$ cat src/rtl/load_store_unit_pkg.sv
// Shared types and constants for the load/store unit: access length codes,
// RISC-V memory funct3 encodings, fault codes, FSM states and store masking.
package load_store_unit_pkg;

  typedef enum logic [1:0] {
    LEN_NONE = 2'b00,
    LEN_BYTE = 2'b01,
    LEN_HALF = 2'b10,
    LEN_WORD = 2'b11
  } len_e;

  typedef enum logic [1:0] {
    FAULT_NONE       = 2'b00,
    FAULT_MISALIGNED = 2'b01,
    FAULT_ILLEGAL    = 2'b10
  } fault_e;

  typedef enum logic [1:0] {
    ST_IDLE,
    ST_ACCESS,
    ST_WAIT,
    ST_RESP
  } state_e;

  localparam logic [2:0] F3_LB  = 3'b000;
  localparam logic [2:0] F3_LH  = 3'b001;
  localparam logic [2:0] F3_LW  = 3'b010;
  localparam logic [2:0] F3_LBU = 3'b100;
  localparam logic [2:0] F3_LHU = 3'b101;
  localparam logic [2:0] F3_SB  = 3'b000;
  localparam logic [2:0] F3_SH  = 3'b001;
  localparam logic [2:0] F3_SW  = 3'b010;

  // Zero everything above the access length so memory never sees stale upper bits.
  function automatic logic [31:0] mask_store(input logic [1:0] len, input logic [31:0] d);
    logic [31:0] m;
    case (len)
      LEN_BYTE: m = {24'h0, d[7:0]};
      LEN_HALF: m = {16'h0, d[15:0]};
      LEN_WORD: m = d;
      default:  m = '0;
    endcase
    return m;
  endfunction

endpackage

$ cat src/rtl/load_store_unit_decoder.sv
// Combinational decode of a memory request: funct3/direction to access length and
// sign control, plus alignment and legality checking. Faulted requests decode to no access.
module lsu_access_decoder
  import load_store_unit_pkg::*;
#(
  parameter bit ALLOW_MISAL = 1'b0
) (
  input  logic [2:0] funct3,
  input  logic       is_store,
  input  logic [1:0] addr_lo,
  output logic [1:0] length,
  output logic       is_signed,
  output logic [1:0] fault
);

  logic misaligned;

  // Illegal funct3 is resolved first so it always wins over misalignment.
  always_comb begin
    length    = LEN_NONE;
    is_signed = 1'b0;
    fault     = FAULT_NONE;
    if (is_store) begin
      case (funct3)
        F3_SB:   length = LEN_BYTE;
        F3_SH:   length = LEN_HALF;
        F3_SW:   length = LEN_WORD;
        default: fault  = FAULT_ILLEGAL;
      endcase
    end else begin
      case (funct3)
        F3_LB:   begin length = LEN_BYTE; is_signed = 1'b1; end
        F3_LH:   begin length = LEN_HALF; is_signed = 1'b1; end
        F3_LW:   length = LEN_WORD;
        F3_LBU:  length = LEN_BYTE;
        F3_LHU:  length = LEN_HALF;
        default: fault  = FAULT_ILLEGAL;
      endcase
    end
    misaligned = ((length == LEN_HALF) && addr_lo[0]) ||
                 ((length == LEN_WORD) && (addr_lo != 2'b00));
    if ((fault == FAULT_NONE) && misaligned && !ALLOW_MISAL) begin
      fault = FAULT_MISALIGNED;
    end
    if (fault != FAULT_NONE) begin
      length    = LEN_NONE;
      is_signed = 1'b0;
    end
  end

endmodule

$ cat src/rtl/load_store_unit.sv
// Data-memory initiator: accepts one load/store at a time, drives the memory
// ports from registered state, waits out the memory latency and returns a
// registered response to writeback.
module load_store_unit
  import load_store_unit_pkg::*;
#(
  parameter int unsigned MEM_LATENCY = 0,
  parameter bit          ALLOW_MISAL = 1'b0
) (
  input  logic        SYS_clk,
  input  logic        SYS_reset,
  input  logic        LSU_req_valid,
  output logic        LSU_req_ready,
  input  logic        LSU_req_is_store,
  input  logic [2:0]  LSU_req_funct3,
  input  logic [31:0] LSU_req_address,
  input  logic [31:0] LSU_req_store_data,
  input  logic [4:0]  LSU_req_rd,
  output logic        LSU_resp_valid,
  input  logic        LSU_resp_ready,
  output logic [31:0] LSU_resp_load_data,
  output logic [4:0]  LSU_resp_rd,
  output logic        LSU_resp_is_store,
  output logic [1:0]  LSU_resp_fault,
  output logic [1:0]  MEM_write_length,
  output logic [1:0]  MEM_read_length,
  output logic        MEM_read_signed,
  output logic [31:0] MEM_write_data,
  output logic [31:0] MEM_write_address,
  output logic [31:0] MEM_read_address,
  input  logic [31:0] MEM_read_data
);

  localparam logic [2:0] CNT_INIT = (MEM_LATENCY == 0) ? 3'd0 : 3'(MEM_LATENCY - 1);

  state_e      state_q, state_d;
  logic [2:0]  cnt_q, cnt_d;
  logic        is_store_q, is_store_d;
  logic [4:0]  rd_q, rd_d;
  logic [31:0] addr_q, addr_d;
  logic [31:0] wdata_q, wdata_d;
  logic [31:0] ldata_q, ldata_d;
  logic [1:0]  len_q, len_d;
  logic        signed_q, signed_d;
  logic [1:0]  fault_q, fault_d;

  logic [1:0]  dec_length;
  logic        dec_signed;
  logic [1:0]  dec_fault;

  lsu_access_decoder #(
    .ALLOW_MISAL(ALLOW_MISAL)
  ) u_decoder (
    .funct3    (LSU_req_funct3),
    .is_store  (LSU_req_is_store),
    .addr_lo   (LSU_req_address[1:0]),
    .length    (dec_length),
    .is_signed (dec_signed),
    .fault     (dec_fault)
  );

  // Next-state logic: latch the request on accept, sequence the access, capture load data.
  // Stores also pass through WAIT so response latency is the same for both directions.
  always_comb begin
    state_d    = state_q;
    cnt_d      = cnt_q;
    is_store_d = is_store_q;
    rd_d       = rd_q;
    addr_d     = addr_q;
    wdata_d    = wdata_q;
    ldata_d    = ldata_q;
    len_d      = len_q;
    signed_d   = signed_q;
    fault_d    = fault_q;
    unique case (state_q)
      ST_IDLE: begin
        if (LSU_req_valid) begin
          is_store_d = LSU_req_is_store;
          rd_d       = LSU_req_rd;
          addr_d     = LSU_req_address;
          len_d      = dec_length;
          signed_d   = dec_signed;
          fault_d    = dec_fault;
          wdata_d    = LSU_req_is_store ? mask_store(dec_length, LSU_req_store_data) : '0;
          ldata_d    = '0;
          cnt_d      = '0;
          state_d    = (dec_fault != FAULT_NONE) ? ST_RESP : ST_ACCESS;
        end
      end
      ST_ACCESS: begin
        if (MEM_LATENCY == 0) begin
          if (!is_store_q) ldata_d = MEM_read_data;
          state_d = ST_RESP;
        end else begin
          cnt_d   = CNT_INIT;
          state_d = ST_WAIT;
        end
      end
      ST_WAIT: begin
        if (cnt_q == '0) begin
          if (!is_store_q) ldata_d = MEM_read_data;
          state_d = ST_RESP;
        end else begin
          cnt_d = cnt_q - 3'd1;
        end
      end
      ST_RESP: begin
        if (LSU_resp_ready) state_d = ST_IDLE;
      end
      default: state_d = ST_IDLE;
    endcase
  end

  // State and request/response registers with synchronous reset.
  always_ff @(posedge SYS_clk) begin
    if (SYS_reset) begin
      state_q    <= ST_IDLE;
      cnt_q      <= '0;
      is_store_q <= 1'b0;
      rd_q       <= '0;
      addr_q     <= '0;
      wdata_q    <= '0;
      ldata_q    <= '0;
      len_q      <= LEN_NONE;
      signed_q   <= 1'b0;
      fault_q    <= FAULT_NONE;
    end else begin
      state_q    <= state_d;
      cnt_q      <= cnt_d;
      is_store_q <= is_store_d;
      rd_q       <= rd_d;
      addr_q     <= addr_d;
      wdata_q    <= wdata_d;
      ldata_q    <= ldata_d;
      len_q      <= len_d;
      signed_q   <= signed_d;
      fault_q    <= fault_d;
    end
  end

  // Memory port drive, decoded purely from registered state.
  always_comb begin
    MEM_write_length  = LEN_NONE;
    MEM_write_address = '0;
    MEM_write_data    = '0;
    MEM_read_length   = LEN_NONE;
    MEM_read_signed   = 1'b0;
    MEM_read_address  = '0;
    if ((state_q == ST_ACCESS) && is_store_q) begin
      MEM_write_length  = len_q;
      MEM_write_address = addr_q;
      MEM_write_data    = wdata_q;
    end
    if (((state_q == ST_ACCESS) || (state_q == ST_WAIT)) && !is_store_q) begin
      MEM_read_length  = len_q;
      MEM_read_signed  = signed_q;
      MEM_read_address = addr_q;
    end
  end

  assign LSU_req_ready      = (state_q == ST_IDLE);
  assign LSU_resp_valid     = (state_q == ST_RESP);
  assign LSU_resp_load_data = ldata_q;
  assign LSU_resp_rd        = rd_q;
  assign LSU_resp_is_store  = is_store_q;
  assign LSU_resp_fault     = fault_q;

endmodule

$ cat config.mk
export PLATFORM = sky130hd
export DESIGN_NAME = load_store_unit
export DESIGN_NICKNAME = d
export VERILOG_FILES = /design/src/rtl/load_store_unit_pkg.sv /design/src/rtl/load_store_unit_decoder.sv /design/src/rtl/load_store_unit.sv
export SDC_FILE = /design/constraint.sdc
export NUM_CORES = 1
export LEC_CHECK = 0
export BUFFER_PORTS_ARGS = -buffer_cell sky130_fd_sc_hd__buf_2
export CAP_MARGIN = 30
export CORE_ASPECT_RATIO = 1.2
export CORE_MARGIN = 2
export CORE_UTILIZATION = 47
export DETAILED_ROUTE_END_ITERATION = 6
export HOLD_SLACK_MARGIN = 0.06
export PLACE_DENSITY = 0.81
export SETUP_SLACK_MARGIN = 0.05
export SYNTH_ARGS = -nofsm -noshare
export SYNTH_HDL_FRONTEND = slang
export SYNTH_SLANG_ARGS = --single-unit
$ cat constraint.sdc
create_clock -name SYS_clk -period 2.24 [get_ports SYS_clk]
set_input_delay 0.112 -clock SYS_clk [delete_from_list [all_inputs] [get_ports SYS_clk]]
set_output_delay 0.112 -clock SYS_clk [all_outputs]
set_load 0.005 [all_outputs]
## Word level (Yosys, flattened, before mapping)

Index checks and enable logic that the tools add are counted.

| storage, ports and cells | value |
|---|---|
| flip-flop bits (word level) | 112 |
| input bits | 109 |
| output and inout port bits | 143 |
| word-level logic and storage cells | 83 |

| operators by class | value |
|---|---|
| add/sub/neg operators | 1 |
| equal/unequal tests | 16 |
| muxes and demuxes | 31 |
| reduce and logical (&&, ||, !) cells | 25 |

Operators by type and width:

| cell | count |
|---|---|
| $mux W32 | 7 |
| $pmux W32 S3 | 2 |
| $mux W2 | 12 |
| $eq A2 B2 Y1 const B | 6 |
| $pmux W2 S3 | 2 |
| $reduce_and A3 Y1 | 3 |
| $pmux W2 S4 | 1 |
| $eq A3 B3 Y1 const B | 2 |
| $logic_not A3 Y1 | 2 |
| $mux W3 | 2 |
| $ne A2 B2 Y1 const B | 3 |
| $pmux W3 S2 | 1 |
| $reduce_bool A2 Y1 | 3 |
| $reduce_or A2 Y1 | 3 |
| $logic_and A1 B1 Y1 | 5 |
| $reduce_or A5 Y1 | 1 |
| $eq A2 B1 Y1 const B | 2 |
| $logic_not A2 Y1 | 2 |
| $mux W1 | 4 |
| $eq A3 B1 Y1 const B | 1 |
| $eq A3 B2 Y1 const B | 1 |
| $reduce_bool A3 Y1 | 1 |
| $reduce_or A3 Y1 | 1 |
| $sub A3 B1 Y3 const B | 1 |
| 4 further kinds | 5 |

## Logic depth before layout (Yosys ltp)

Gate-level depths: netlist of the first run.

| logic depth | value |
|---|---|
| depth after elaboration | 14 |
| gate-level depth with buffers | 9 |
| depth with buffers taken out | 5 |

## Modules after synthesis

Synthesis of the first run repeated with hierarchy kept, for this count alone.

| second synthesis, totals | value |
|---|---|
| cell total of the unflattened synthesis | 625 |
| area, all modules | 5066.1 µm² |

By module, submodules not included:

| module | times used | cells an instance | area an instance (µm²) | sequential area each (µm²) |
|---|---|---|---|---|
| load_store_unit | 1 | 607 | 4931.0 | 2242.2 |
| lsu_access_decoder | 1 | 18 | 135.1 | 0.0 |

## Least setup slack after synthesis of the first run

No wires, ideal clock.

| timing path | value |
|---|---|
| kind | register -> register |
| from | register state_q[0] |
| to | register cnt_q[2] |
| library setup time | 86 ps |
| arrival | 1599 ps |
| required time | 2154 ps |
| slack | 555 ps |
| cell stages (with the launch flop) | 6 |
| buffers on the path | 0 |
| period minus slack after synthesis | 1685 ps |
| cell sequence | dfxtp_1 > inv_1 > ha_1 > and3b_1 > or4_1 > a221oi_2 |

| on the way | value |
|---|---|
| longest elaborated chain between the ends | 3 |
| elaborated cells on any way between the ends | 7 |
| those cells by class | 3 x eq/ne; 1 x mux; 3 x reduce/logical |

Ends and longest elaborated chain:

| what | line | text |
|---|---|---|
| start: declaration | load_store_unit.sv:36 | `state_e state_q, state_d;` |
| start signal: assignment | load_store_unit.sv:128 | `state_q <= state_d;` |
| $eq A2 B2 Y1 / $logic_not A2 Y1 (equally long branches) | load_store_unit.sv:75 | `unique case (state_q)` |
| $ne A2 B2 Y1 (no line) / $reduce_bool A2 Y1 (equally long branches) | n/a |  |
| $reduce_and A3 Y1 (no line) | n/a |  |
| end signal: assignment | load_store_unit.sv:129 | `cnt_q <= cnt_d;` |
| end: declaration | load_store_unit.sv:37 | `logic [2:0] cnt_q, cnt_d;` |

Parallel ways exist; a longest one is shown, timed or not.
A chain may end at the register's enable or synchronous reset.

## Final worst setup path of the first run

| timing path | value |
|---|---|
| from | register state_q[0] |
| to | output port MEM_read_length[0] |

| on the way | value |
|---|---|
| longest elaborated chain between the ends | 4 |
| elaborated cells on any way between the ends | 5 |
| those cells by class | 2 x eq/ne; 1 x mux; 2 x reduce/logical |

Ends and longest elaborated chain:

| what | line | text |
|---|---|---|
| $eq A2 B1 Y1 / $eq A2 B2 Y1 (equally long branches) | load_store_unit.sv:154 | `if (((state_q == ST_ACCESS) \|\| (state_q == ST_WAIT)) && !is_store_q) begin` |
| $logic_or A1 B1 Y1 (*) | load_store_unit.sv:154 |  |
| $logic_and A1 B1 Y1 (*) | load_store_unit.sv:154 |  |
| $mux W2 (*) | load_store_unit.sv:154 |  |
| end: declaration | load_store_unit.sv:26 | `output logic [1:0] MEM_read_length,` |

Every way passes the cells marked *; elsewhere a longest branch is shown, timed or not.

==> qor_table.md, run 1 <==
| Step | Parameter | Reported |
|---|---|---|
| run status | Status | finished, final reports clean |
| synthesis | Fraction of synthesis flops using an asynchronous set or reset pin | 0% |
| die | Die Y-Extent | 119.6 um |
| sta | Worst Slack Setup Final | 0.1917 ns |
| synthesis | Biggest area consumer among synthesized cells | sky130_fd_sc_hd__dfxtp_1 |
| critical path | Cell-by-cell trace of the critical path | inv_1 > ha_1 > nor2b_4 > buf_8 > and2_1 > buf_2 |
| global routing | First-pass GRT wire length | 27990 um |
| power | Reported leakage power | 3.830 nW |
| clock network | Total number of clock tree sinks | 112 |
| detailed routing | Via total after detailed routing | 6049 |
| detailed routing | Post-route ant nets | 0 |
| hold path | Worst hold path class | in -> reg |
| sta | Final period util | 91.44% |
| die | Die outline area | 11990 sq um |
| die | IO Pins | 252 |
| critical path | Worst R2R Start | state_q[0] |
| power | Power density normalized to cell area | 809.4 nW/um^2 |
| sta | RSZ-0062 raised after global routing | false |
| sta | Fin. Hold Viols | 0 |
| critical path | Worst setup SP type | register |
| cells and area | Count of nets after finishing | 1088 |
| critical path | Critical path start-end classification | reg -> out |
| cells and area | Layout cell share with drive strength beyond 1 | 30.12% |
| clock network | Level count of the clock H-tree | 3 |
| clock network | Clock latency reported for the late side of the worst-skew pair | 0.35 ns |
| detailed routing | Violation count after the first detailed-route iteration | 335 |
| synthesis | EDFF count, synth | 0 |
| synthesis | Count of state elements after synthesis | 112 |
| critical path | CP endpoint kind | output pin |
| die | Core Region | 10930 sq um |
| cells and area | Most frequent cells in the layout | sky130_fd_sc_hd__buf_2 (250), sky130_fd_sc_hd__nand2_1 (140), sky130_fd_sc_hd__dfxtp_1 (111) |
| power | Fraction of power consumed by the clock network | 27.1% |
| power | Switching pwr | 2.246 mW |
| cells and area | Area growth from synthesis to layout | 50.39% |
| power | Total chip power | 6.368 mW |
| critical path | Critical path's slowest cell | sky130_fd_sc_hd__dfxtp_1 |
| critical path | Crit-path max FO | 34 |
| sta | Worst setup skew after layout | 0.007563 ns |
| critical path | Number of logic stages on the critical path including buffering | 6 |
| global routing | Number of global-route vias before repair | 5812 |
| synthesis | Gate Count Post-Synth | 656 |
| cells and area | Non-Filler Instances | 1109 |
| synthesis | Sequential fraction of the synthesis area | 42.86% |
| placement | Final HPWL DP | 10410 um |
| detailed routing | Via density per instance | 5.454 |
| critical path | Signal arrival time at the worst endpoint | 1.94 ns |
| synthesis | Post-Synthesis Net Count | 773 |
| clock network | TritonCTS clock tree | built |
| sta | Final Hold Slack | 0.1319 ns |
| synthesis | Main flop type after synthesis | sky130_fd_sc_hd__dfxtp_1 |
| synthesis | Synthesized area divided by synthesized cell count | 7.974 sq um |
| detailed routing | Detailed-route DRC error count | 0 |
| detailed routing | First-pass iteration count of the detailed router | 7 |
| power | Sequential group share of total power | 38.3% |
| clock network | Clock slew seen by the registers of the worst setup and hold paths | 0.07 ns |
| sta | Total negative slack | 0 ns |
| detailed routing | Avg WL per Cell | 16.02 um |
| sta | Final worst path period need | 2.048 ns |
| clock network | CTS Root Buffer Type | sky130_fd_sc_hd__clkbuf_16 |
| die | Die outline width | 100.3 um |
| clock network | Max Root-Sink Buffers | 2 |
| placement | Cells after DPL | 992 |
| power | Int Power | 4.122 mW |
| synthesis | Top cells by area in the synthesized netlist | sky130_fd_sc_hd__dfxtp_1 (43%), sky130_fd_sc_hd__nand2_1 (10%), sky130_fd_sc_hd__and3_1 (8.0%) |
| placement | Worst-case setup slack after placement | 0.4255 ns |
| global routing | Pin count of the biggest net entering global routing | 67 |
| critical path | Worst reg2reg path endpoint | wdata_q[30] |
| synthesis | Area share of the largest cell type after synthesis | 42.86% |
| global routing | Total overflow reported by the global router | 0 |
| critical path | Register-to-Register Setup Slack | 0.34 ns |
| detailed routing | Routed Wire Length | 17770 um |
| critical path | Cell family with the largest share of critical-path delay | buffers and inverters |
| synthesis | Mapped Area | 5231 sq um |
| critical path | Critical path launch point | state_q[0] |
| cells and area | Area of the multi-input gates | 2581 sq um |
| synthesis | Warnings, synthesis | 0 |
| sta | Fmax | 488.2 MHz |
| die | Initial Util | 47.86% |
| clock network | Number of buffers created by CTS | 9 |
| power | Fraction of power spent switching nets | 35.27% |
| critical path | Worst path max stage delay | 0.40 ns |
| power | Comb power frac | 34.5% |
| sta | Max Slew Vio Count | 0 |
| die | Std-Cell Rows | 42 |
| global routing | GR Util All Layers | 28.97% |
| placement | Routability-driven placement congestion ratio | 0.8712 |
| critical path | Critical Path Sink | MEM_read_length[0] |
| cells and area | Most frequent standard cell in the layout excluding fill and tap cells | sky130_fd_sc_hd__buf_2 |
| critical path | Data required time of the worst path | 2.13 ns |
| synthesis | Number of distinct library cells after synthesis | 40 |
| sta | Final count of negative-setup-slack endpoints | 0 |
| sta | Slew HR | 58.26% |
| job | Number of maximum-capacitance constraint violations | 0 |
| critical path | R2r worst-path depth | 6 |
| cells and area | Layout filler cell count | 870 |
| global routing | Number of antenna violations at the first check in global routing | 0 |
| cells and area | Combined flip-flop and latch cell area | 2243 sq um |
| critical path | Sum of buffers and inverters on the critical path | 3 |
| placement | I/O Buffers | 251 |
| sta | Transition at the pin with the smallest max-transition slack | 0.6249 ns |
| power | IR Drop Worst-Case VDD | 636.5 uV |
## final cells by class
class / instances / share of cell area (%)
multi-input cells: 440 / 32.81
repair buffers: 367 / 30.50
flip-flops and latches: 112 / 28.51
clock buffers: 9 / 2.863
well taps: 132 / 2.099
inverters: 41 / 1.956
clock inverters: 7 / 1.225
diodes: 1 / 0.03181
## worst reg2reg max path, cell delays in order, from the launching register on
cell                      delay, ns
sky130_fd_sc_hd__dfxtp_1       0.40
sky130_fd_sc_hd__inv_1         0.11
sky130_fd_sc_hd__ha_1          0.30
sky130_fd_sc_hd__nand2_2       0.28
sky130_fd_sc_hd__buf_4         0.39
sky130_fd_sc_hd__nand2_1       0.16
sky130_fd_sc_hd__a21oi_1       0.18
## logic make-up after synthesis
group / share of synthesized area (%)
adders and majority gates: 1.913
and+or+nand+nor: 28.70
DFF: 42.86
xor gates and xnor gates: 0.1675
buffers and inverters: 8.180
muxes: 0.3827
AOI/OAI and AO/OA: 17.79
## worst min-delay path by stage
stage                                     start                endpoint  slack (ns)  depth (start not counted)
after floorplan             LSU_req_address[10]              addr_q[10]        0.25                          2
after global placement        MEM_read_data[17]  LSU_resp_load_data[17]        0.35                          3
after detailed placement  LSU_req_store_data[6]              wdata_q[6]        0.35                          2
after CTS                    LSU_req_address[1]               addr_q[1]        0.12                          3
after global routing         LSU_req_address[1]               addr_q[1]        0.14                          3
final                        LSU_req_address[1]               addr_q[1]        0.13                          3
## cells in the mapped netlist, drive strengths merged, types with 8 or more instances
cell type	number
ha	8
and2	36
and3	67
a21oi	68
nand2	141
o2111ai	10
dfxtp	112
o21ai	8
inv	41
o32ai	32
nand4	20
clkbuf	31
buf	32
## repair_timing
item	in CTS	in global routing
resized for setup	1	2
endpoints found under the hold margin	100	0
buffers inserted	0	0
setup endpoints to repair	1	28
hold buffers	100	0
## registers in the layout, indices dropped and copies added, names as in the netlist
register and flops:
signed_q 1, cnt_q 3, addr_q 32, len_q 2, LSU_resp_load_data 32, LSU_resp_fault 2
state_q 2, LSU_resp_is_store 1, LSU_resp_rd 5, wdata_q 32
## per-stage QoR
step                      util [%]  area, sq um
after CTS                    71.88         7856
final                        71.98         7868
after detailed placement     59.74         6530
after global routing         71.96         7865
after floorplan                  -         5231
after global placement       59.74         6530
## layer usage
layer,global-route usage [%],vias up,part of all wire [%]
li1,-,2906,-
met1,33.61,2764,39
met2,49.83,320,49
met3,5.766,59,8.0
met4,15.24,0,4.1
met5,0,-,0
## power groups by stage
stage / clock network, mW / registers, mW / logic (mW)
CTS: 1.75 / 2.43 / 2.14
finish: 1.73 / 2.44 / 2.20
detailed placement: 0 / 2.48 / 1.98
global route: 1.83 / 2.48 / 2.42
floorplan: 0 / 2.45 / 1.29
global placement: 0 / 2.47 / 1.98
(Power assumes the default switching activity.)
==> inputs of run 2 (changes only) <==
--- a/config.mk
+++ b/config.mk
@@ -9,10 +9,10 @@
 export CAP_MARGIN = 30
 export CORE_ASPECT_RATIO = 1.2
 export CORE_MARGIN = 2
-export CORE_UTILIZATION = 47
+export CORE_UTILIZATION = 50
 export DETAILED_ROUTE_END_ITERATION = 6
 export HOLD_SLACK_MARGIN = 0.06
-export PLACE_DENSITY = 0.81
+export PLACE_DENSITY = 0.86
 export SETUP_SLACK_MARGIN = 0.05
 export SYNTH_ARGS = -nofsm -noshare
 export SYNTH_HDL_FRONTEND = slang
==> constraint.sdc (replaced) <==
create_clock -name SYS_clk -period 2.5 [get_ports SYS_clk]
set_input_delay 0.125 -clock SYS_clk [delete_from_list [all_inputs] [get_ports SYS_clk]]
set_output_delay 0.125 -clock SYS_clk [all_outputs]
set_load 0.005 [all_outputs]
==> run 2 against run 1 <==
Compared with the run above: non-clock buffer count fell by 6; first-iteration DRC count rose by 12%; combinational power down 12%; setup slack better by 0.16 ns; largest cell class unchanged; largest power group unchanged.
==> qor_table.md, run 2 (synthesis results as in run 1) <==
| Step | Parameter | Reported | Change |
|---|---|---|---|
| run status | Status | finished, final reports clean | unchanged |
| clock network | Total number of clock tree sinks | 112 | unchanged |
| placement | Final HPWL DP | 10760 um | was 10410 um |
| cells and area | Layout filler cell count | 706 | was 870 |
| job | Number of maximum-capacitance constraint violations | 0 | unchanged |
| sta | Max Slew Vio Count | 0 | unchanged |
| cells and area | Count of nets after finishing | 1082 | was 1088 |
| critical path | Cell family with the largest share of critical-path delay | buffers and inverters | unchanged |
| detailed routing | Routed Wire Length | 17850 um | was 17770 um |
| power | Power density normalized to cell area | 719.0 nW/um^2 | was 809.4 nW/um^2 |
| clock network | Number of buffers inserted to repair setup after CTS | 0 | unchanged |
| critical path | Data required time of the worst path | 2.38 ns | was 2.13 ns |
| critical path | CP endpoint kind | output pin | unchanged |
| sta | Slew HR | 47.31% | was 58.26% |
| global routing | GR Util All Layers | 29.94% | was 28.97% |
| cells and area | Area of the multi-input gates | 2576 sq um | was 2581 sq um |
| clock network | Max Root-Sink Buffers | 2 | unchanged |
| clock network | CTS Root Buffer Type | sky130_fd_sc_hd__clkbuf_16 | unchanged |
| placement | I/O Buffers | 251 | unchanged |
| detailed routing | Avg WL per Cell | 16.29 um | was 16.02 um |
| global routing | Number of antenna violations at the first check in global routing | 0 | unchanged |
| die | Die Y-Extent | 116.1 um | was 119.6 um |
| critical path | Sum of buffers and inverters on the critical path | 3 | unchanged |
| clock network | Level count of the clock H-tree | 3 | unchanged |
| global routing | Total overflow reported by the global router | 0 | unchanged |
| cells and area | Most frequent standard cell in the layout excluding fill and tap cells | sky130_fd_sc_hd__buf_2 | unchanged |
| die | Initial Util | 51.75% | was 47.86% |
| detailed routing | Violation count after the first detailed-route iteration | 376 | was 335 |
| sta | Total negative slack | 0 ns | unchanged |
| die | Die outline width | 97.38 um | was 100.3 um |
| power | Switching pwr | 1.981 mW | was 2.246 mW |
| cells and area | Combined flip-flop and latch cell area | 2243 sq um | unchanged |
| clock network | Resized cells post-CTS | 0 | was 1 |
| sta | Worst setup skew after layout | 0.008908 ns | was 0.007563 ns |
| critical path | Signal arrival time at the worst endpoint | 2.02 ns | was 1.94 ns |
| clock network | Clock slew seen by the registers of the worst setup and hold paths | 0.07 ns | about the same |
| sta | Fin. Hold Viols | 0 | unchanged |
| sta | Transition at the pin with the smallest max-transition slack | 0.7904 ns | was 0.6249 ns |
| sta | Final count of negative-setup-slack endpoints | 0 | unchanged |
| detailed routing | Via density per instance | 5.522 | was 5.454 |
| sta | Fmax | 465.5 MHz |  |
| hold path | Worst hold path class | in -> reg | unchanged |
| die | Std-Cell Rows | 40 | was 42 |
| power | Reported leakage power | 3.798 nW | was 3.830 nW |
| sta | Final worst path period need | 2.148 ns |  |
| die | IO Pins | 252 | unchanged |
| power | IR Drop Worst-Case VDD | 468.0 uV | was 636.5 uV |
| global routing | First-pass GRT wire length | 27590 um | was 27990 um |
| clock network | TritonCTS clock tree | built | unchanged |
| clock network | Number of buffers created by CTS | 9 | unchanged |
| power | Fraction of power consumed by the clock network | 26.3% | was 27.1% |
| sta | Final period util | 85.94% |  |
| power | Comb power frac | 34.7% | was 34.5% |
| global routing | Pin count of the biggest net entering global routing | 67 | unchanged |
| cells and area | Most frequent cells in the layout | sky130_fd_sc_hd__buf_2 (250), sky130_fd_sc_hd__nand2_1 (140), sky130_fd_sc_hd__dfxtp_1 (111) | unchanged |
| power | Total chip power | 5.589 mW | was 6.368 mW |
| critical path | Crit-path max FO | 36 | was 34 |
| detailed routing | Via total after detailed routing | 6052 | was 6049 |
| power | Sequential group share of total power | 39.0% | was 38.3% |
| power | Int Power | 3.608 mW | was 4.122 mW |
| detailed routing | First-pass iteration count of the detailed router | 5 | was 7 |
| die | Core Region | 10110 sq um | was 10930 sq um |
| placement | Routability-driven placement congestion ratio | 0.8098 | was 0.8712 |
| critical path | Worst path max stage delay | 0.41 ns | was 0.40 ns |
| critical path | Critical path's slowest cell | sky130_fd_sc_hd__dfxtp_1 | unchanged |
| cells and area | Diodes inserted | 0 | was 1 |
| die | Die outline area | 11300 sq um | was 11990 sq um |
| cells and area | Area growth from synthesis to layout | 48.60% | was 50.39% |
| global routing | Number of global-route vias before repair | 5678 | was 5812 |
| detailed routing | Post-route ant nets | 0 | unchanged |
| clock network | Clock latency reported for the late side of the worst-skew pair | 0.34 ns | was 0.35 ns |
| detailed routing | Detailed-route DRC error count | 0 | unchanged |
| critical path | Cell-by-cell trace of the critical path | inv_1 > ha_1 > nor2b_2 > buf_4 > and2_1 > buf_2 | was inv_1 > ha_1 > nor2b_4 > buf_8 > and2_1 > buf_2 |
| critical path | Worst setup SP type | register | unchanged |
| cells and area | Layout cell share with drive strength beyond 1 | 30.21% | was 30.12% |
| power | Fraction of power spent switching nets | 35.44% | was 35.27% |
| critical path | Critical path start-end classification | reg -> out | unchanged |
| sta | RSZ-0062 raised after global routing | false | unchanged |
## run 2: cell type report
class / count / share of cell area [%]
Multi-Input combinational cell: 440 / 33.14
Sequential cell: 112 / 28.86
Clock buffer: 11 / 3.251
Timing Repair Buffer: 361 / 30.03
Clock inverter: 5 / 0.7082
Tap cell: 126 / 2.028
Inverter: 41 / 1.980
## run 2: metal layers
| metal | share of wire, % | track usage (%) | vias to the layer above |
|---|---|---|---|
| li1 | - | - | 2891 |
| met1 | 39 | 35.11 | 2731 |
| met2 | 48 | 50.48 | 351 |
| met3 | 8.6 | 7.177 | 79 |
| met4 | 4.6 | 17.31 | 0 |
| met5 | 0 | 0 | - |
## run 2: power groups by stage
stage / Sequential, mW / Combinational [mW] / Clock (mW)
floorplan: 2.20 / 1.15 / 0
global placement: 2.20 / 1.75 / 0
detailed placement: 2.21 / 1.77 / 0
CTS: 2.17 / 1.89 / 1.50
global route: 2.21 / 2.13 / 1.58
finish: 2.18 / 1.94 / 1.47
## run 2: final timing paths
kind | startpoint | endpoint | slack, ns | cells past startpoint
max | state_q[0] | MEM_read_address[24] | 0.35 | 6
min | MEM_read_data[1] | LSU_resp_load_data[1] | 0.07 | 3
max reg2reg | state_q[0] | addr_q[9] | 0.58 | 6
min reg2reg | LSU_resp_fault[1] | LSU_resp_fault[1] | 0.45 | 2
## run 2: per-stage QoR
stage / instance area, sq um / util, % / hold WS [ns] / instances / setup WS (ns)
after floorplan: 5231 / - / 0.2610 / 656 / 0.8147
after global placement: 6515 / 64.44 / 0.3607 / 985 / 0.7159
after detailed placement: 6515 / 64.44 / 0.3704 / 985 / 0.6191
after CTS: 7774 / 76.89 / 0.06015 / 1096 / 0.3481
after global routing: 7774 / 76.89 / 0.06679 / 1096 / 0.2156
final: 7774 / 76.89 / 0.06651 / 1096 / 0.3515
## run 2: worst register-to-register path, stage by stage (launching register included)
cell and delay [ns]:
sky130_fd_sc_hd__dfxtp_1 0.41, sky130_fd_sc_hd__inv_1 0.12, sky130_fd_sc_hd__ha_1 0.30, sky130_fd_sc_hd__nand2_2 0.42
sky130_fd_sc_hd__buf_4 0.34, sky130_fd_sc_hd__nand2_1 0.09, sky130_fd_sc_hd__a21oi_1 0.17
## run 2: timing repair
item,in CTS,in global routing
hold buffers,95,0
endpoints found under the hold margin,95,0
setup endpoints to repair,0,0
==> inputs of run 3 (changes only) <==
--- a/config.mk
+++ b/config.mk
@@ -8,7 +8,7 @@
 export BUFFER_PORTS_ARGS = -buffer_cell sky130_fd_sc_hd__buf_2
 export CAP_MARGIN = 30
 export CORE_ASPECT_RATIO = 1.2
-export CORE_MARGIN = 2
+export CORE_MARGIN = 1
 export CORE_UTILIZATION = 50
 export DETAILED_ROUTE_END_ITERATION = 6
 export HOLD_SLACK_MARGIN = 0.06
@@ -16,4 +16,5 @@
 export SETUP_SLACK_MARGIN = 0.05
 export SYNTH_ARGS = -nofsm -noshare
 export SYNTH_HDL_FRONTEND = slang
+export SYNTH_HIERARCHICAL = 1
 export SYNTH_SLANG_ARGS = --single-unit
==> run 3 against run 2 <==
Compared with the run above: hold slack got worse by 0.0063 ns; clock skew increased by 0.0030 ns; sequential cell count unchanged; critical path type unchanged; largest cell class unchanged; routed wire length decreased by 3.2%; sequential share of layout area increased by 1.1 points; highest routed layer unchanged; design area decreased by 3.6%.
==> qor_table.md, run 3 <==
| Step | Parameter | Reported | Change |
|---|---|---|---|
| die | Core Region | 9662 sq um | was 10110 sq um |
| synthesis | EDFF count, synth | 0 | unchanged |
| detailed routing | Violation count after the first detailed-route iteration | 347 | was 376 |
| clock network | CTS Root Buffer Type | sky130_fd_sc_hd__clkbuf_16 | unchanged |
| global routing | GRT met1 Usage | 35.52% | was 35.11% |
| power | Int Power | 3.240 mW | was 3.608 mW |
| global routing | Total overflow reported by the global router | 0 | unchanged |
| synthesis | Area fraction in and, or, nand and nor cells after synthesis | 30.82% | was 28.70% |
| critical path | Critical path's slowest cell | sky130_fd_sc_hd__dfxtp_1 | unchanged |
| critical path | Crit-path max FO | 35 | was 36 |
| power | Fraction of power spent switching nets | 34.42% | was 35.44% |
| cells and area | Non-Filler Instances | 1061 | was 1096 |
| global routing | Met2 usage | 57.18% | was 50.48% |
| synthesis | Warnings, synthesis | 6 | was 0 |
| synthesis | Xor-xnor portion of the synthesized cell area | 0.1729% | was 0.1674% |
| synthesis | Area share of the largest cell type after synthesis | 44.26% | was 42.86% |
| power | Switching pwr | 1.700 mW | was 1.981 mW |
| cells and area | Area growth from synthesis to layout | 47.96% | was 48.60% |
| clock network | Clock latency reported for the late side of the worst-skew pair | 0.34 ns | about the same |
| global routing | Pin count of the biggest net entering global routing | 69 | was 67 |
| sta | Fmax | 460.8 MHz | was 465.5 MHz |
| placement | Worst-case setup slack after placement | 0.6159 ns | was 0.6191 ns |
| synthesis | Most frequent cell after synthesis | sky130_fd_sc_hd__nand2_1 | unchanged |
| critical path | CP endpoint kind | output pin | unchanged |
| sta | Worst Slack Setup Final | 0.3299 ns | was 0.3515 ns |
| power | IR Drop Worst-Case VDD | 503.2 uV | was 468.0 uV |
| synthesis | Most instantiated cells after synthesis | sky130_fd_sc_hd__nand2_1 (121), sky130_fd_sc_hd__dfxtp_1 (112), sky130_fd_sc_hd__a21oi_1 (81) | was sky130_fd_sc_hd__nand2_1 (141), sky130_fd_sc_hd__dfxtp_1 (112), sky130_fd_sc_hd__a21oi_1 (68) |
| sta | Final period util | 86.81% | was 85.94% |
| sta | Final worst path period need | 2.170 ns | was 2.148 ns |
| power | Fraction of power consumed by the clock network | 27.3% | was 26.3% |
| sta | Total negative slack | 0 ns | unchanged |
| critical path | Worst path max stage delay | 0.42 ns | was 0.41 ns |
| critical path | Worst reg2reg path endpoint | LSU_resp_load_data[23] | was addr_q[9] |
| synthesis | Top cells by area in the synthesized netlist | sky130_fd_sc_hd__dfxtp_1 (44%), sky130_fd_sc_hd__nand2_1 (9.0%), sky130_fd_sc_hd__and3_1 (8.3%) | was sky130_fd_sc_hd__dfxtp_1 (43%), sky130_fd_sc_hd__nand2_1 (10%), sky130_fd_sc_hd__and3_1 (8.0%) |
| global routing | Number of antenna violations at the first check in global routing | 1 | was 0 |
| synthesis | Biggest area consumer among synthesized cells | sky130_fd_sc_hd__dfxtp_1 | unchanged |
| detailed routing | Avg WL per Cell | 16.28 um | was 16.29 um |
| clock network | Level count of the clock H-tree | 3 | unchanged |
| clock network | Number of buffers created by CTS | 9 | unchanged |
| cells and area | Layout filler cell count | 683 | was 706 |
| global routing | Met3 routing resource usage after global routing | 7.385% | was 7.177% |
| cells and area | Most frequent cells in the layout | sky130_fd_sc_hd__buf_2 (250), sky130_fd_sc_hd__nand2_1 (120), sky130_fd_sc_hd__dfxtp_1 (111) | was sky130_fd_sc_hd__buf_2 (250), sky130_fd_sc_hd__nand2_1 (140), sky130_fd_sc_hd__dfxtp_1 (111) |
| sta | RSZ-0062 raised after global routing | false | unchanged |
| die | Die outline area | 10540 sq um | was 11300 sq um |
| synthesis | Share of cell area taken by muxes after synthesis | 0.1976% | was 0.3827% |
| sta | Worst setup skew after layout | 0.01194 ns | was 0.008908 ns |
| critical path | Signal arrival time at the worst endpoint | 2.05 ns | was 2.02 ns |
| sta | Final count of negative-setup-slack endpoints | 0 | unchanged |
| critical path | Worst setup SP type | register | unchanged |
| critical path | Critical path start-end classification | reg -> out | unchanged |
| synthesis | Synthesized area divided by synthesized cell count | 8.106 sq um | was 7.974 sq um |
| sta | Slew HR | 62.75% | was 47.31% |
| clock network | TritonCTS clock tree | built | unchanged |
| critical path | Cell family with the largest share of critical-path delay | buffers and inverters | unchanged |
| synthesis | Fraction of synthesis flops using an asynchronous set or reset pin | 0% | unchanged |
| critical path | Cell-by-cell trace of the critical path | inv_1 > ha_1 > nor2b_2 > buf_4 > and2_1 > buf_2 | unchanged |
| clock network | Total number of clock tree sinks | 112 | unchanged |
| die | Die Y-Extent | 112.3 um | was 116.1 um |
| critical path | Data required time of the worst path | 2.38 ns | about the same |
| clock network | Max Root-Sink Buffers | 2 | unchanged |
| sta | Max Slew Vio Count | 0 | unchanged |
| synthesis | Number of distinct library cells after synthesis | 43 | was 40 |
| cells and area | Utilization after layout | 77.58% | was 76.89% |
| die | IO Pins | 252 | unchanged |
| synthesis | Combinational family with the most area after synthesis | simple AND/OR/NAND/NOR gates | unchanged |
| power | Comb power frac | 30.5% | was 34.7% |
| critical path | Register-to-Register Setup Slack | 0.46 ns | was 0.58 ns |
| detailed routing | Detailed-route DRC error count | 0 | unchanged |
| critical path | Critical Path Sink | MEM_read_address[19] | was MEM_read_address[24] |
| critical path | Worst R2R Start | state_q[0] | unchanged |
| critical path | Number of logic stages on the critical path including buffering | 6 | unchanged |
| sta | Transition at the pin with the smallest max-transition slack | 0.5588 ns | was 0.7904 ns |
| detailed routing | Post-route ant nets | 0 | unchanged |
| critical path | Sum of buffers and inverters on the critical path | 3 | unchanged |
| critical path | Critical path launch point | state_q[0] | unchanged |
| power | Total chip power | 4.940 mW | was 5.589 mW |
| global routing | Global routing's busiest layer | met2 | unchanged |
| detailed routing | Via density per instance | 5.490 | was 5.522 |
| detailed routing | Routed Wire Length | 17270 um | was 17850 um |
| detailed routing | First-pass iteration count of the detailed router | 5 | unchanged |
| critical path | R2r worst-path depth | 6 | unchanged |
| global routing | First-pass GRT wire length | 26820 um | was 27590 um |
| synthesis | Count of state elements after synthesis | 112 | unchanged |
| cells and area | Layout cell share with drive strength beyond 1 | 32.76% | was 30.21% |
| power | Sequential group share of total power | 42.2% | was 39.0% |
| placement | I/O Buffers | 251 | unchanged |
| placement | Final HPWL DP | 9723 um | was 10760 um |
| power | Power density normalized to cell area | 659.0 nW/um^2 | was 719.0 nW/um^2 |
| synthesis | Gate Count Post-Synth | 625 | was 656 |
| die | Die outline width | 93.89 um | was 97.38 um |
| cells and area | Count of nets after finishing | 1050 | was 1082 |
| synthesis | Compound-cell area share of the yosys netlist | 16.18% | was 17.79% |
| synthesis | Mapped Area | 5066 sq um | was 5231 sq um |
| placement | Cells after DPL | 952 | was 985 |
| clock network | Clock slew seen by the registers of the worst setup and hold paths | 0.07 ns | about the same |
| global routing | Number of global-route vias before repair | 5547 | was 5678 |
| detailed routing | Via total after detailed routing | 5825 | was 6052 |
| job | Number of maximum-capacitance constraint violations | 0 | unchanged |
| die | Std-Cell Rows | 39 | was 40 |
| synthesis | Post-Synthesis Net Count | 742 | was 773 |
| global routing | GR Util All Layers | 32.22% | was 29.94% |
| placement | Routability-driven placement congestion ratio | 0.8274 | was 0.8098 |
| synthesis | Arithmetic-cell share of the synthesized area counting full adders, half adders and majority gates | 1.976% | was 1.913% |
| cells and area | Most frequent standard cell in the layout excluding fill and tap cells | sky130_fd_sc_hd__buf_2 | unchanged |
| hold path | Worst hold path class | in -> reg | unchanged |
| sta | Fin. Hold Viols | 0 | unchanged |
| synthesis | Sequential fraction of the synthesis area | 44.26% | was 42.86% |
| synthesis | Main flop type after synthesis | sky130_fd_sc_hd__dfxtp_1 | unchanged |
| run status | Status | finished, final reports clean | unchanged |
| die | Initial Util | 52.43% | was 51.75% |
| clock network | Resized cells post-CTS | 0 | unchanged |
| power | Reported leakage power | 3.735 nW | was 3.798 nW |
[run 3: cell types whose count changed in the layout (fill, tap and decap cells not counted), moves of 9 or more]
cell	delta
sky130_fd_sc_hd__nor2_1	+26
sky130_fd_sc_hd__nand4_1	-20
sky130_fd_sc_hd__nand3_1	+30
sky130_fd_sc_hd__a22oi_1	+22
sky130_fd_sc_hd__nor2_2	+10
sky130_fd_sc_hd__a21oi_1	+13
sky130_fd_sc_hd__o32ai_1	-32
sky130_fd_sc_hd__a22oi_2	+10
sky130_fd_sc_hd__nand2_1	-20
sky130_fd_sc_hd__o2111ai_1	-9
sky130_fd_sc_hd__inv_1	-35
[run 3: power groups by stage]
stage	combinational, mW	clock [mW]	sequential (mW)
CTS	1.45	1.36	2.08
floorplan	0.886	0	2.11
global placement	1.31	0	2.11
global route	1.63	1.45	2.11
detailed placement	1.33	0	2.11
finish	1.51	1.35	2.08
[run 3: area by class of cell]
cell class	count	area (sq um)	area share, %
well taps	123	153.9	2.053
diodes	1	2.502	0.03338
repair buffers	354	2290	30.55
flip-flops and latches	112	2243	29.93
clock inverters	4	28.78	0.3839
multi-input cells	449	2509	33.47
clock buffers	11	242.7	3.238
inverters	7	26.28	0.3505
[run 3: logic make-up (layout without fill, tap and decap cells)]
| logic type | Yosys count | after routing |
|---|---|---|
| adders and majority gates | 8 | 8 |
| other | 0 | 1 |
| muxes | 1 | 1 |
| AOI/OAI and AO/OA | 127 | 127 |
| and+or+nand+nor | 312 | 312 |
| buffers and inverters | 64 | 376 |
| xor gates and xnor gates | 1 | 1 |
| DFF | 112 | 112 |
[run 3: worst min path at each step]
| stage | from | endpoint | slack [ns] | depth (start not counted) |
|---|---|---|---|---|
| 4_1_cts | MEM_read_data[23] | LSU_resp_load_data[23] | 0.06 | 3 |
| 3_3_place_gp | LSU_req_store_data[31] | wdata_q[31] | 0.36 | 3 |
| 2_1_floorplan | LSU_req_store_data[16] | wdata_q[16] | 0.26 | 2 |
| 5_1_grt | MEM_read_data[29] | LSU_resp_load_data[29] | 0.06 | 3 |
| 6_report | MEM_read_data[25] | LSU_resp_load_data[25] | 0.06 | 3 |
| 3_5_place_dp | LSU_req_store_data[25] | wdata_q[25] | 0.37 | 3 |
[run 3: timing repair]
| item | CTS | global route |
|---|---|---|
| buffers inserted | 0 | 0 |
| hold buffers | 93 | 0 |
| hold endpoints to repair | 93 | 0 |
[run 3: through the flow]
stage                     hold WS (ns)  area (sq um)
after floorplan                 0.2595          5066
after global placement          0.3586          6291
after detailed placement        0.3651          6291
after CTS                      0.06080          7493
after global routing           0.06136          7496
final                          0.06021          7496
[run 3: worst reg2reg max path: stages (launching register included)]
cell                      delay [ns]
sky130_fd_sc_hd__dfxtp_1        0.42
sky130_fd_sc_hd__inv_1          0.11
sky130_fd_sc_hd__ha_1           0.38
sky130_fd_sc_hd__a21oi_2        0.23
sky130_fd_sc_hd__o211a_4        0.44
sky130_fd_sc_hd__nand3_1        0.16
sky130_fd_sc_hd__a21oi_1        0.22
[run 3: routing by layer]
| metal | up-vias | routed length, um |
|---|---|---|
| li1 | 2742 | - |
| met1 | 2694 | 6275 |
| met2 | 328 | 8892 |
| met3 | 61 | 1447 |
| met4 | 0 | 659 |
| met5 | - | 0 |
